File: src/rtl/char_phys_ctrl_pkg.sv
// Shared types and constants for the character controller: FSM states,
// game-state encodings and the video geometry.
package char_phys_ctrl_pkg;

  localparam int HOR_PIXELS = 1024;
  localparam int VER_PIXELS = 768;

  localparam logic [1:0] GA_MENU = 2'd0;
  localparam logic [1:0] GA_PLAY = 2'd1;
  localparam logic [1:0] GA_OVER = 2'd2;

  typedef enum logic [1:0] {
    GROUND = 2'd0,
    AIR    = 2'd1,
    DEAD   = 2'd2
  } char_state_t;

endpackage

File: src/rtl/char_phys_ctrl_if.sv
// Control inputs and sprite/health outputs between the input decoder,
// the character controller and the renderer/collision logic.
interface char_phys_ctrl_if;
  logic               stepleft;
  logic               stepright;
  logic               stepjump;
  logic               on_ground;
  logic [1:0]         game_active;
  logic               hit;
  logic [3:0]         hit_dmg;
  logic [11:0]        pos_x;
  logic [11:0]        pos_y;
  logic signed [7:0]  vel_y;
  logic [11:0]        ground_lvl;
  logic [3:0]         char_hp;
  logic               flip_h;
  logic               alive;
  logic               invuln;
  logic               frame_tick;

  modport master (
    output stepleft, stepright, stepjump, on_ground, game_active, hit, hit_dmg,
    input  pos_x, pos_y, vel_y, ground_lvl, char_hp, flip_h, alive, invuln, frame_tick
  );

  modport slave (
    input  stepleft, stepright, stepjump, on_ground, game_active, hit, hit_dmg,
    output pos_x, pos_y, vel_y, ground_lvl, char_hp, flip_h, alive, invuln, frame_tick
  );
endinterface

File: src/rtl/char_phys_ctrl_frame_tick_gen.sv
// Frame-rate strobe: one-cycle pulse every CLK_HZ/FRAME_HZ clocks, asserted
// in the cycle following the divider's terminal count.
module frame_tick_gen #(
  parameter int CLK_HZ   = 65_000_000,
  parameter int FRAME_HZ = 60
) (
  input  logic clk,
  input  logic rst_n,
  output logic tick
);

  localparam int DIV = CLK_HZ / FRAME_HZ;
  localparam int CW  = (DIV > 1) ? $clog2(DIV) : 1;
  localparam logic [CW-1:0] TERM = CW'(DIV - 1);

  logic [CW-1:0] cnt;

  always_ff @(posedge clk or negedge rst_n) begin
    if (!rst_n) begin
      cnt  <= '0;
      tick <= 1'b0;
    end else begin
      tick <= (cnt == TERM);
      cnt  <= (cnt == TERM) ? '0 : cnt + CW'(1);
    end
  end

endmodule

File: src/rtl/char_phys_ctrl.sv
// Player/NPC controller: frame-rate velocity/gravity motion, facing,
// health with invulnerability frames, and a DEAD state left only via MENU.
module char_phys_ctrl
  import char_phys_ctrl_pkg::*;
#(
  parameter int CLK_HZ    = 65_000_000,
  parameter int FRAME_HZ  = 60,
  parameter int CHAR_W    = 19,
  parameter int CHAR_H    = 27,
  parameter int SPAWN_X   = HOR_PIXELS / 5,
  parameter int GROUND_Y  = VER_PIXELS - 52 - CHAR_H,
  parameter int MOVE_STEP = 5,
  parameter int JUMP_V0   = 12,
  parameter int GRAVITY   = 1,
  parameter int VMAX_FALL = 10,
  parameter int HP_MAX    = 10,
  parameter int IFRAMES   = 60
) (
  input  logic             clk,
  input  logic             rst_n,
  char_phys_ctrl_if.slave  bus
);

  localparam logic [11:0]        SPAWN_X_L  = 12'(SPAWN_X);
  localparam logic [11:0]        GROUND_Y_L = 12'(GROUND_Y);
  localparam logic [11:0]        STEP_L     = 12'(MOVE_STEP);
  localparam logic [11:0]        LEFT_LIM   = 12'(CHAR_W + MOVE_STEP);
  localparam logic [11:0]        RIGHT_LIM  = 12'(HOR_PIXELS - CHAR_W - MOVE_STEP);
  localparam logic signed [7:0]  JUMP_V     = 8'(-JUMP_V0);
  localparam logic signed [7:0]  VMAX8      = 8'(VMAX_FALL);
  localparam logic signed [8:0]  VMAX9      = 9'(VMAX_FALL);
  localparam logic signed [8:0]  GRAV9      = 9'(GRAVITY);
  localparam logic signed [12:0] GROUND_S   = 13'(GROUND_Y);
  localparam logic [3:0]         HP_INIT    = 4'(HP_MAX);
  localparam int                 ICW        = $clog2(IFRAMES + 1);
  localparam logic [ICW-1:0]     IFR_L      = ICW'(IFRAMES);

  function automatic logic [3:0] hp_sat_sub(input logic [3:0] hp, input logic [3:0] dmg);
    return (dmg >= hp) ? 4'd0 : hp - dmg;
  endfunction

  // Gravity step clamped to terminal fall speed.
  function automatic logic signed [7:0] fall_speed(input logic signed [7:0] v);
    logic signed [8:0] inc;
    inc = $signed({v[7], v}) + GRAV9;
    return (inc > VMAX9) ? VMAX8 : $signed(inc[7:0]);
  endfunction

  char_state_t       state_q, state_d;
  logic [11:0]       pos_x_q, pos_x_d;
  logic [11:0]       pos_y_q, pos_y_d;
  logic signed [7:0] vel_q, vel_d;
  logic [3:0]        hp_q, hp_d;
  logic              flip_q, flip_d;
  logic              alive_q, alive_d;
  logic              inv_q, inv_d;
  logic [ICW-1:0]    icnt_q, icnt_d;
  logic              tick;
  logic signed [12:0] sum;
  logic signed [7:0]  vnew;

  frame_tick_gen #(
    .CLK_HZ   (CLK_HZ),
    .FRAME_HZ (FRAME_HZ)
  ) u_tick (
    .clk   (clk),
    .rst_n (rst_n),
    .tick  (tick)
  );

  assign sum  = $signed({1'b0, pos_y_q}) + $signed({{5{vel_q[7]}}, vel_q});
  assign vnew = fall_speed(vel_q);

  always_comb begin
    state_d = state_q;
    pos_x_d = pos_x_q;
    pos_y_d = pos_y_q;
    vel_d   = vel_q;
    hp_d    = hp_q;
    flip_d  = flip_q;
    icnt_d  = icnt_q;
    case (bus.game_active)
      GA_MENU: begin
        state_d = GROUND;
        pos_x_d = SPAWN_X_L;
        pos_y_d = GROUND_Y_L;
        vel_d   = '0;
        hp_d    = HP_INIT;
        icnt_d  = '0;
      end
      GA_PLAY: begin
        if (bus.stepleft)       flip_d = 1'b1;
        else if (bus.stepright) flip_d = 1'b0;
        if (tick && icnt_q != '0) icnt_d = icnt_q - ICW'(1);
        if (tick && state_q != DEAD) begin
          if (bus.stepleft) begin
            if (pos_x_q > LEFT_LIM) pos_x_d = pos_x_q - STEP_L;
          end else if (bus.stepright && pos_x_q < RIGHT_LIM) begin
            pos_x_d = pos_x_q + STEP_L;
          end
          case (state_q)
            GROUND: begin
              if (bus.stepjump && bus.on_ground) begin
                vel_d   = JUMP_V;
                state_d = AIR;
              end else if (!bus.on_ground && pos_y_q < GROUND_Y_L) begin
                vel_d   = '0;
                state_d = AIR;
              end
            end
            AIR: begin
              if (sum[12]) begin
                pos_y_d = '0;
                vel_d   = '0;
              end else if (!vnew[7] && (bus.on_ground || sum >= GROUND_S)) begin
                pos_y_d = (sum > GROUND_S) ? GROUND_Y_L : sum[11:0];
                vel_d   = '0;
                state_d = GROUND;
              end else begin
                pos_y_d = sum[11:0];
                vel_d   = vnew;
              end
            end
            default: ;
          endcase
        end
        // Damage overrides the motion state but keeps the motion result.
        if (state_q != DEAD && bus.hit && icnt_q == '0) begin
          hp_d   = hp_sat_sub(hp_q, bus.hit_dmg);
          icnt_d = IFR_L;
          if (hp_d == 4'd0) state_d = DEAD;
        end
      end
      default: ;
    endcase
    alive_d = (state_d != DEAD);
    inv_d   = (icnt_d != '0);
  end

  always_ff @(posedge clk or negedge rst_n) begin
    if (!rst_n) begin
      state_q <= GROUND;
      pos_x_q <= SPAWN_X_L;
      pos_y_q <= GROUND_Y_L;
      vel_q   <= '0;
      hp_q    <= HP_INIT;
      flip_q  <= 1'b0;
      alive_q <= 1'b1;
      inv_q   <= 1'b0;
      icnt_q  <= '0;
    end else begin
      state_q <= state_d;
      pos_x_q <= pos_x_d;
      pos_y_q <= pos_y_d;
      vel_q   <= vel_d;
      hp_q    <= hp_d;
      flip_q  <= flip_d;
      alive_q <= alive_d;
      inv_q   <= inv_d;
      icnt_q  <= icnt_d;
    end
  end

  assign bus.pos_x      = pos_x_q;
  assign bus.pos_y      = pos_y_q;
  assign bus.vel_y      = vel_q;
  assign bus.ground_lvl = GROUND_Y_L;
  assign bus.char_hp    = hp_q;
  assign bus.flip_h     = flip_q;
  assign bus.alive      = alive_q;
  assign bus.invuln     = inv_q;
  assign bus.frame_tick = tick;

endmodule

File: src/flat_wrapper.sv
// flat-port wrapper written by rule: the top's interface ports become plain ports
module char_phys_ctrl_flat import char_phys_ctrl_pkg::*;
#(
  parameter int CLK_HZ    = 65_000_000,
  parameter int FRAME_HZ  = 60,
  parameter int CHAR_W    = 19,
  parameter int CHAR_H    = 27,
  parameter int SPAWN_X   = HOR_PIXELS / 5,
  parameter int GROUND_Y  = VER_PIXELS - 52 - CHAR_H,
  parameter int MOVE_STEP = 5,
  parameter int JUMP_V0   = 12,
  parameter int GRAVITY   = 1,
  parameter int VMAX_FALL = 10,
  parameter int HP_MAX    = 10,
  parameter int IFRAMES   = 60
)
  (clk, rst_n, bus_stepleft, bus_stepright, bus_stepjump, bus_on_ground, bus_game_active, bus_hit, bus_hit_dmg, bus_pos_x, bus_pos_y, bus_vel_y, bus_ground_lvl, bus_char_hp, bus_flip_h, bus_alive, bus_invuln, bus_frame_tick);
  char_phys_ctrl_if bus_i ();
  input  logic clk;
  input  logic rst_n;
  input wire logic [$bits(bus_i.stepleft)-1:0] bus_stepleft;
  input wire logic [$bits(bus_i.stepright)-1:0] bus_stepright;
  input wire logic [$bits(bus_i.stepjump)-1:0] bus_stepjump;
  input wire logic [$bits(bus_i.on_ground)-1:0] bus_on_ground;
  input wire logic [$bits(bus_i.game_active)-1:0] bus_game_active;
  input wire logic [$bits(bus_i.hit)-1:0] bus_hit;
  input wire logic [$bits(bus_i.hit_dmg)-1:0] bus_hit_dmg;
  output wire logic [$bits(bus_i.pos_x)-1:0] bus_pos_x;
  output wire logic [$bits(bus_i.pos_y)-1:0] bus_pos_y;
  output wire logic [$bits(bus_i.vel_y)-1:0] bus_vel_y;
  output wire logic [$bits(bus_i.ground_lvl)-1:0] bus_ground_lvl;
  output wire logic [$bits(bus_i.char_hp)-1:0] bus_char_hp;
  output wire logic [$bits(bus_i.flip_h)-1:0] bus_flip_h;
  output wire logic [$bits(bus_i.alive)-1:0] bus_alive;
  output wire logic [$bits(bus_i.invuln)-1:0] bus_invuln;
  output wire logic [$bits(bus_i.frame_tick)-1:0] bus_frame_tick;
  assign bus_i.stepleft = bus_stepleft;
  assign bus_i.stepright = bus_stepright;
  assign bus_i.stepjump = bus_stepjump;
  assign bus_i.on_ground = bus_on_ground;
  assign bus_i.game_active = bus_game_active;
  assign bus_i.hit = bus_hit;
  assign bus_i.hit_dmg = bus_hit_dmg;
  assign bus_pos_x = bus_i.pos_x;
  assign bus_pos_y = bus_i.pos_y;
  assign bus_vel_y = bus_i.vel_y;
  assign bus_ground_lvl = bus_i.ground_lvl;
  assign bus_char_hp = bus_i.char_hp;
  assign bus_flip_h = bus_i.flip_h;
  assign bus_alive = bus_i.alive;
  assign bus_invuln = bus_i.invuln;
  assign bus_frame_tick = bus_i.frame_tick;
  char_phys_ctrl #(.CLK_HZ(CLK_HZ), .FRAME_HZ(FRAME_HZ), .CHAR_W(CHAR_W), .CHAR_H(CHAR_H), .SPAWN_X(SPAWN_X), .GROUND_Y(GROUND_Y), .MOVE_STEP(MOVE_STEP), .JUMP_V0(JUMP_V0), .GRAVITY(GRAVITY), .VMAX_FALL(VMAX_FALL), .HP_MAX(HP_MAX), .IFRAMES(IFRAMES)) u_core (.clk(clk), .rst_n(rst_n), .bus(bus_i));
endmodule
File: config.mk
export PLATFORM = sky130hd
export DESIGN_NAME = char_phys_ctrl_flat
export DESIGN_NICKNAME = d
export VERILOG_FILES = /design/src/rtl/char_phys_ctrl_pkg.sv /design/src/rtl/char_phys_ctrl_if.sv /design/src/rtl/char_phys_ctrl_frame_tick_gen.sv /design/src/rtl/char_phys_ctrl.sv /design/src/flat_wrapper.sv
export SDC_FILE = /design/constraint.sdc
export NUM_CORES = 1
export LEC_CHECK = 0
export BUFFER_PORTS_ARGS = -buffer_cell sky130_fd_sc_hd__buf_2
export CAP_MARGIN = 20
export CORE_ASPECT_RATIO = 0.75
export CORE_MARGIN = 2
export CORE_UTILIZATION = 53
export DETAILED_ROUTE_END_ITERATION = 16
export HOLD_SLACK_MARGIN = 0.12
export MAX_ROUTING_LAYER = met4
export PLACE_DENSITY = 0.74
export SYNTH_ARGS = -nofsm -noshare
export SYNTH_HDL_FRONTEND = slang
export SYNTH_SLANG_ARGS = --single-unit
File: constraint.sdc
create_clock -name clk -period 2.85 [get_ports clk]
set_input_delay 0.57 -clock clk [delete_from_list [all_inputs] [get_ports clk]]
set_output_delay 0.57 -clock clk [all_outputs]
set_load 0.005 [all_outputs]
==> results of run 1 <==
==> metal layers <==
layer / GRT usage [%] / share of wire, % / vias to the layer above / wire length [microns]
met2: 40.1 / 45 / 213 / 6230
met3: 5.47 / 7.3 / 18 / 1010
li1: - / - / 2265 / -
met1: 41.1 / 47 / 2334 / 6460
met4: 6.60 / 1.1 / 0 / 155
met5: - / 0 / - / 0
==> report_power, final <==
group	leakage, nW	switching (mW)	internal [mW]
combinational	1.88	0.409	0.318
clock	0.143	0.402	0.698
sequential	0.893	0.0962	1.09
==> path summary, 6_finish.rpt <==
| path | cells after the start | endpoint | slack, ps | startpoint |
|---|---|---|---|---|
| min | 1 | u_core.bus.vel_y[7] | 290 | rst_n |
| max reg2reg | 13 | u_core.bus.vel_y[3] | -280 | u_core.bus.pos_y[0] |
| min in group clk | 2 | u_core.bus.flip_h | 480 | u_core.bus.flip_h |
| max in group asynchronous | 2 | u_core.bus.char_hp[3] | 1840 | rst_n |
| max | 13 | u_core.bus.vel_y[3] | -280 | u_core.bus.pos_y[0] |
| min reg2reg | 2 | u_core.bus.flip_h | 480 | u_core.bus.flip_h |
==> critical path, stage by stage, from the launching register on <==
cell	delay, ps
dfstp_2	560
ha_4	150
inv_2	40
fa_2	370
nand2b_4	180
a21oi_4	200
nor3_2	60
xnor2_1	230
buf_4	160
a21oi_2	40
o41ai_4	470
o21ai_2	180
a31o_1	250
o2bb2ai_1	110
==> metrics by stage <==
step,setup TNS (ps),utilization (%),instances,instance area (sq um)
2_1_floorplan,0,-,579,5070
3_3_place_gp,-522,62.8,777,5700
3_5_place_dp,-2180,62.8,777,5700
4_1_cts,-695,67.7,799,6150
5_1_grt,-5790,69.4,807,6310
6_report,-3960,69.4,807,6310
==> Yosys cell counts, types with 3 or more instances <==
library cell and number:
a21oi_1 43, a31oi_1 8, nand2b_1 8, ha_1 32
o21ai_0 24, dfstp_2 12, nand2_1 42, a211o_1 3
o22a_1 3, o31ai_1 5, buf_4 14, nor2_1 46
a211oi_1 4, nor2b_1 13, o21a_1 5, and3_1 11
nor4_1 6, fa_1 3, o21ai_1 8, xor2_1 19
dfrtp_1 57, inv_1 23, nand3_1 28, or4_1 3
nor3_1 16, and2_1 3, nand4_1 8, o211ai_1 4
a21o_1 12, clkbuf_1 16, nor4b_1 3, xnor2_1 20
a22o_1 9, o22ai_1 5
==> layout make-up <==
class,instances,area [sq um]
Inverter,24,90.1
Clock inverter,4,47.5
Fill cell,726,2780
Timing Repair Buffer,116,761
Sequential cell,69,1740
Multi-Input combinational cell,454,3260
Tap cell,128,160
Clock buffer,12,246
==> logic make-up after synthesis <==
| kind of cell | after synthesis | synth area share [%] |
|---|---|---|
| other | 2 | 0.151 |
| AOI/OAI and AO/OA | 165 | 22.9 |
| muxes | 1 | 0.201 |
| xor gates and xnor gates | 39 | 6.85 |
| DFF | 69 | 34.9 |
| buffers and inverters | 56 | 5.32 |
| and+or+nand+nor | 202 | 20.5 |
| adders and majority gates | 35 | 9.23 |
==> flip-flops by register name (all words and copies together), names as in the netlist <==
| signal | cells |
|---|---|
| u_core.bus.vel_y | 8 |
| u_core.bus.pos_y | 12 |
| u_core.state_q | 2 |
| u_core.u_tick.cnt | 21 |
| u_core.bus.invuln | 1 |
| u_core.icnt_q | 6 |
| u_core.bus.pos_x | 12 |
| u_core.bus.char_hp | 4 |
| u_core.bus.alive | 1 |
| u_core.u_tick.tick | 1 |
| u_core.bus.flip_h | 1 |
==> what timing repair did <==
action                     CTS  global route
setup buffers                6             8
pin swaps                   18            27
setup endpoints to repair   19            21
resized for setup           19            19
==> flow_summary_export.csv, run 1 <==
group,metric,value,unit
global_routing,grt_max_degree,44,
synthesis,synth_area,4990,sq um
synthesis,ys_seq_elements,69,
clock_tree,cts_max_path_buffers,2,
sta,slew_viol_final,0,
finish,diodes,0,
clock_tree,h-tree-depth,3,
routing,wl_per_cell,17.2,microns
sta,setup_violations,21,
clock_tree,worstSkewPairLatency,330,ps
synthesis,synth_seq_area_share,34.9,%
synthesis,synth_top_area_share,28.6,%
outcome,violations,"setup timing",
synthesis,synth_ff_type,"dfrtp_1",
die,io_pins,65,
sta,fin_hold_ws,286,ps
sta,min_period_over_period,110,%
flow_run,drv_cap,0,
clock_tree,cts_tree,"done",
synthesis,synth.area.top_cells,"dfrtp_1 (29%), ha_1 (8.0%), dfstp_2 (6.3%)",
finish,syn_to_final_growth,26.5,%
global_routing,grt.overflow.total,0,
routing,drt-initial-drc-count,484,
synthesis,syn_avg_cell_area,8.77,sq um
sta,layout_setup_ws,-276,ps
routing,firstDrtPassIters,5,
sta,min_period,3130,ps
placed_design,gp_congestion,0.971,
sta,rsz0062_at_grt,"yes",
power_and_ir_drop,leakage,2.91,nW
min_path,holdCritPathClass,"in -> async",
synthesis,async_reset_ff_share,100,%
global_routing,grt_pass1_wl,21500,microns
die,rows,30,
sta,hold_violations,0,
die,coreArea,9080,sq um
clock_tree,cts_sinks,69,
global_routing,grt_use_total,28.0,%
synthesis,yosys_warnings,0,
placed_design,io_buffers,52,
global_routing,grt_antenna_before_repair,0,
power_and_ir_drop,power_density,478,nW/um^2
critical_path,crit_path_start_kind,"register",
die,die_h,88.0,microns
routing,drc_errors,0,
global_routing,grt_pass1_vias,4289,
sta,fmax,320,MHz
critical_path,arrival,3340,ps
finish,mostFrequentLayoutCells,"buf_4 (61), dfrtp_1 (56), buf_2 (52)",
routing,final_antenna_net_count,0,
synthesis,synth_area_leader_cell,"dfrtp_1",
placed_design,dp_hpwl,9820,microns
routing,wirelength,13900,microns
routing,viasPerCell,5.99,
sta,max_slew.worst_pin.slew,697,ps
clock_tree,cts_buffers,9,
finish,drive_above_1_share,28.0,%
power_and_ir_drop,p_total,3.02,mW
clock_tree,ctsHoldBuffers,0,
power_and_ir_drop,peakVddDrop,0.366,mV
critical_path,worstSetupEndpointType,"register",
critical_path,crit_required,3070,ps
critical_path,cp_max_fo,4,
die,dieArea,10200,sq um
finish,fin_nets,722,
synthesis,yosys.cell_types.count,71,
critical_path,path_class,"reg -> reg",
clock_tree,clk_pin_slew_worst_paths,50,ps
placed_design,pre_cts_ws,-197,ps
finish,mostFrequentLayoutCell,"buf_4",
synthesis,synth_edf_count,0,
synthesis,synth_cells,569,
die,initial_core_util,54.9,%
routing,vias,4830,
sta,skew,5.59,ps
clock_tree,clock-root-buffer,"clkbuf_16",
sta,relSlewSlack,53.5,%
outcome,outcome,"finished, violations left",
die,die_x,116,microns
Power figures use the tool's default switching activity.
==> inputs of run 2 (changes only) <==
Settings changed: CAP_MARGIN 20 to 40, PLACE_DENSITY 0.74 to 0.77, SLEW_MARGIN set to 20.
==> run 2 against run 1 <==
Net effect: the flow still finishes with violations (setup timing); design area grew 1.7%; first-iteration DRC count grew 10%; clock power grew 13%; count of clock-buffer cells in the layout shrank 2; combinational power shrank 2%; utilization grew 1.2 points; worst setup slack gained 70 ps; critical endpoint is now u_core.bus.alive; largest power group is now the clock network.
==> flow_summary_export.csv, run 2 (synthesis gave the netlist of run 1 again) <==
group,metric,value,unit
placed_design,dp_hpwl,9790,microns
critical_path,worstSetupStartpoint,"u_core.bus.pos_y[0]",
finish,syn_to_final_growth,28.6,%
die,coreArea,9080,sq um
die,io_pins,65,
sta,min_period_over_period,107,%
finish,final_cells,818,
outcome,outcome,"finished, violations left",
placed_design,dpl_cell_area,5820,sq um
global_routing,grtUsageMet2,44.9,%
routing,firstDrtPassIters,5,
global_routing,grt_busiest_layer,"met2",
die,rows,30,
critical_path,crit_path_start_kind,"register",
global_routing,grt_antenna_before_repair,0,
sta,min_period,3060,ps
critical_path,cp_max_fo,4,
sta,rsz0062_at_grt,"yes",
placed_design,io_buffers,52,
die,die_x,116,microns
routing,wirelength,14100,microns
critical_path,crit_required,3120,ps
routing,wl_per_cell,17.2,microns
die,dieArea,10200,sq um
finish,final_area,6410,sq um
finish,largest_register_ffs,21,
sta,slew_viol_final,0,
power_and_ir_drop,seq_power_share,37.9,%
finish,mostFrequentLayoutCell,"buf_4",
placed_design,gp_congestion,0.969,
clock_tree,h-tree-depth,3,
routing,vias,4932,
routing,viasPerCell,6.03,
clock_tree,worstSkewPairLatency,340,ps
global_routing,grt.overflow.total,0,
clock_tree,cts_buffers,9,
sta,max_slew.worst_pin.slew,729,ps
global_routing,met3_usage,5.61,%
finish,drive_above_1_share,29.9,%
sta,relSlewSlack,51.1,%
clock_tree,cts_sinks,69,
sta,layout_setup_ws,-206,ps
power_and_ir_drop,leakage,3.00,nW
clock_tree,clock-root-buffer,"clkbuf_16",
global_routing,grt_pass1_wl,22600,microns
routing,final_antenna_net_count,0,
finish,mostFrequentLayoutCells,"buf_4 (73), dfrtp_1 (56), buf_2 (52)",
critical_path,cp_slowest_cell,"dfstp_2",
finish,largest_register,"u_core.u_tick.cnt",
finish,diodes,0,
critical_path,worstPathCellList,"ha_4, inv_2, fa_2, nand2b_4, o2bb2ai_4, o311ai_2, a21oi_2, o41ai_4, o2111ai_2, a22o_1, nand2b_1",
routing,drc_errors,0,
power_and_ir_drop,swShare,30.1,%
flow_run,drv_cap,0,
power_and_ir_drop,netSwitchingPower,0.949,mW
clock_tree,clk_pin_slew_worst_paths,60,ps
outcome,violations,"setup timing",
power_and_ir_drop,power_density,491,nW/um^2
global_routing,use_met1,39.3,%
power_and_ir_drop,p_total,3.15,mW
critical_path,rr_startpoint,"u_core.bus.pos_y[0]",
global_routing,grt_max_degree,27,
power_and_ir_drop,comb_power_share,22.7,%
placed_design,dp.cells,793,
clock_tree,cts_max_path_buffers,2,
sta,setup_violations,19,
power_and_ir_drop,clkPwrFrac,39.4,%
clock_tree,ctsHoldBuffers,0,
power_and_ir_drop,intPower,2.20,mW
die,die_h,88.0,microns
critical_path,path_class,"reg -> reg",
critical_path,worstSetupEndpointType,"register",
sta,fmax,327,MHz
power_and_ir_drop,peakVddDrop,0.357,mV
global_routing,grt_use_total,29.3,%
sta,hold_violations,0,
finish,fillCellCount,671,
critical_path,arrival,3320,ps
critical_path,max_stage_delay,560,ps
routing,drt-initial-drc-count,534,
sta,skew,6.93,ps
global_routing,grt_pass1_vias,4622,
clock_tree,cts_tree,"done",
finish,fin_nets,733,
finish,fin_util,70.6,%
sta,finalSetupTns,-1920,ps
die,initial_core_util,54.9,%
min_path,holdCritPathClass,"in -> async",
-- run 2: cell types whose count changed in the layout (fill, tap and decap cells not counted), moves of 2 or more --
cell	delta
o21ai_1	-2
buf_4	+12
nand2_1	+2
nand2_2	-2
a21oi_2	+2
clkinv_4	+3
clkinv_2	-2
o21ai_2	+3
clkbuf_1	-2
a21oi_1	-2
-- run 2: metrics by stage --
stage	setup WS, ps	hold slack, ps
2_1_floorplan	17.1	274
3_3_place_gp	-63.6	482
3_5_place_dp	-201	486
4_1_cts	-119	200
5_1_grt	-278	217
6_report	-206	186
-- run 2: final timing paths --
check | to | slack [ps] | depth (start not counted)
setup / recovery | u_core.bus.alive | -210 | 11
hold / removal | u_core.bus.char_hp[2] | 190 | 1
setup reg to reg | u_core.bus.alive | -210 | 11
hold reg to reg | u_core.u_tick.cnt[4] | 490 | 1
max in group asynchronous | u_core.bus.pos_x[3] | 1920 | 2
min in group clk | u_core.u_tick.cnt[4] | 490 | 1
-- run 2: routing by layer --
layer / routed length, microns / share of wire, % / vias up
li1: - / - / 2281
met1: 6360 / 45 / 2399
met2: 6510 / 46 / 210
met3: 936 / 6.6 / 42
met4: 296 / 2.1 / 0
met5: 0 / 0 / -
-- run 2: cell type report --
cell class | instances | area [sq um] | area share, %
multi-input combinational | 454 | 3250 | 50.6
sequential | 69 | 1740 | 27.2
timing repair buffer | 127 | 840 | 13.1
clock buffer | 10 | 239 | 3.73
tap | 128 | 160 | 2.50
clock inverter | 6 | 95.1 | 1.48
inverter | 24 | 90.1 | 1.40
-- run 2: repair_timing --
action | CTS | global route
pin swaps | 15 | 14
buffers inserted | 7 | 7
hold endpoints to repair | 0 | 0
setup endpoints to repair | 21 | 21
resized for setup | 22 | 17
-- run 2: worst max-delay path: cells and delay by family, from the launching register on --
kind / cells / cell delay (ps)
flops: 1 / 560
fa+ha+maj: 2 / 500
buf+inv: 1 / 30
simple gates: 2 / 340
compound gates: 6 / 1560
-- run 2: power by group through the flow --
stage                     clock network, mW  logic, mW  registers [mW]
after global routing                   1.30      0.793            1.21
final                                  1.24      0.714            1.19
after floorplan                           0      0.489            1.19
after CTS                              1.25      0.707            1.19
after global placement                    0      0.669            1.20
after detailed placement                  0      0.697            1.20
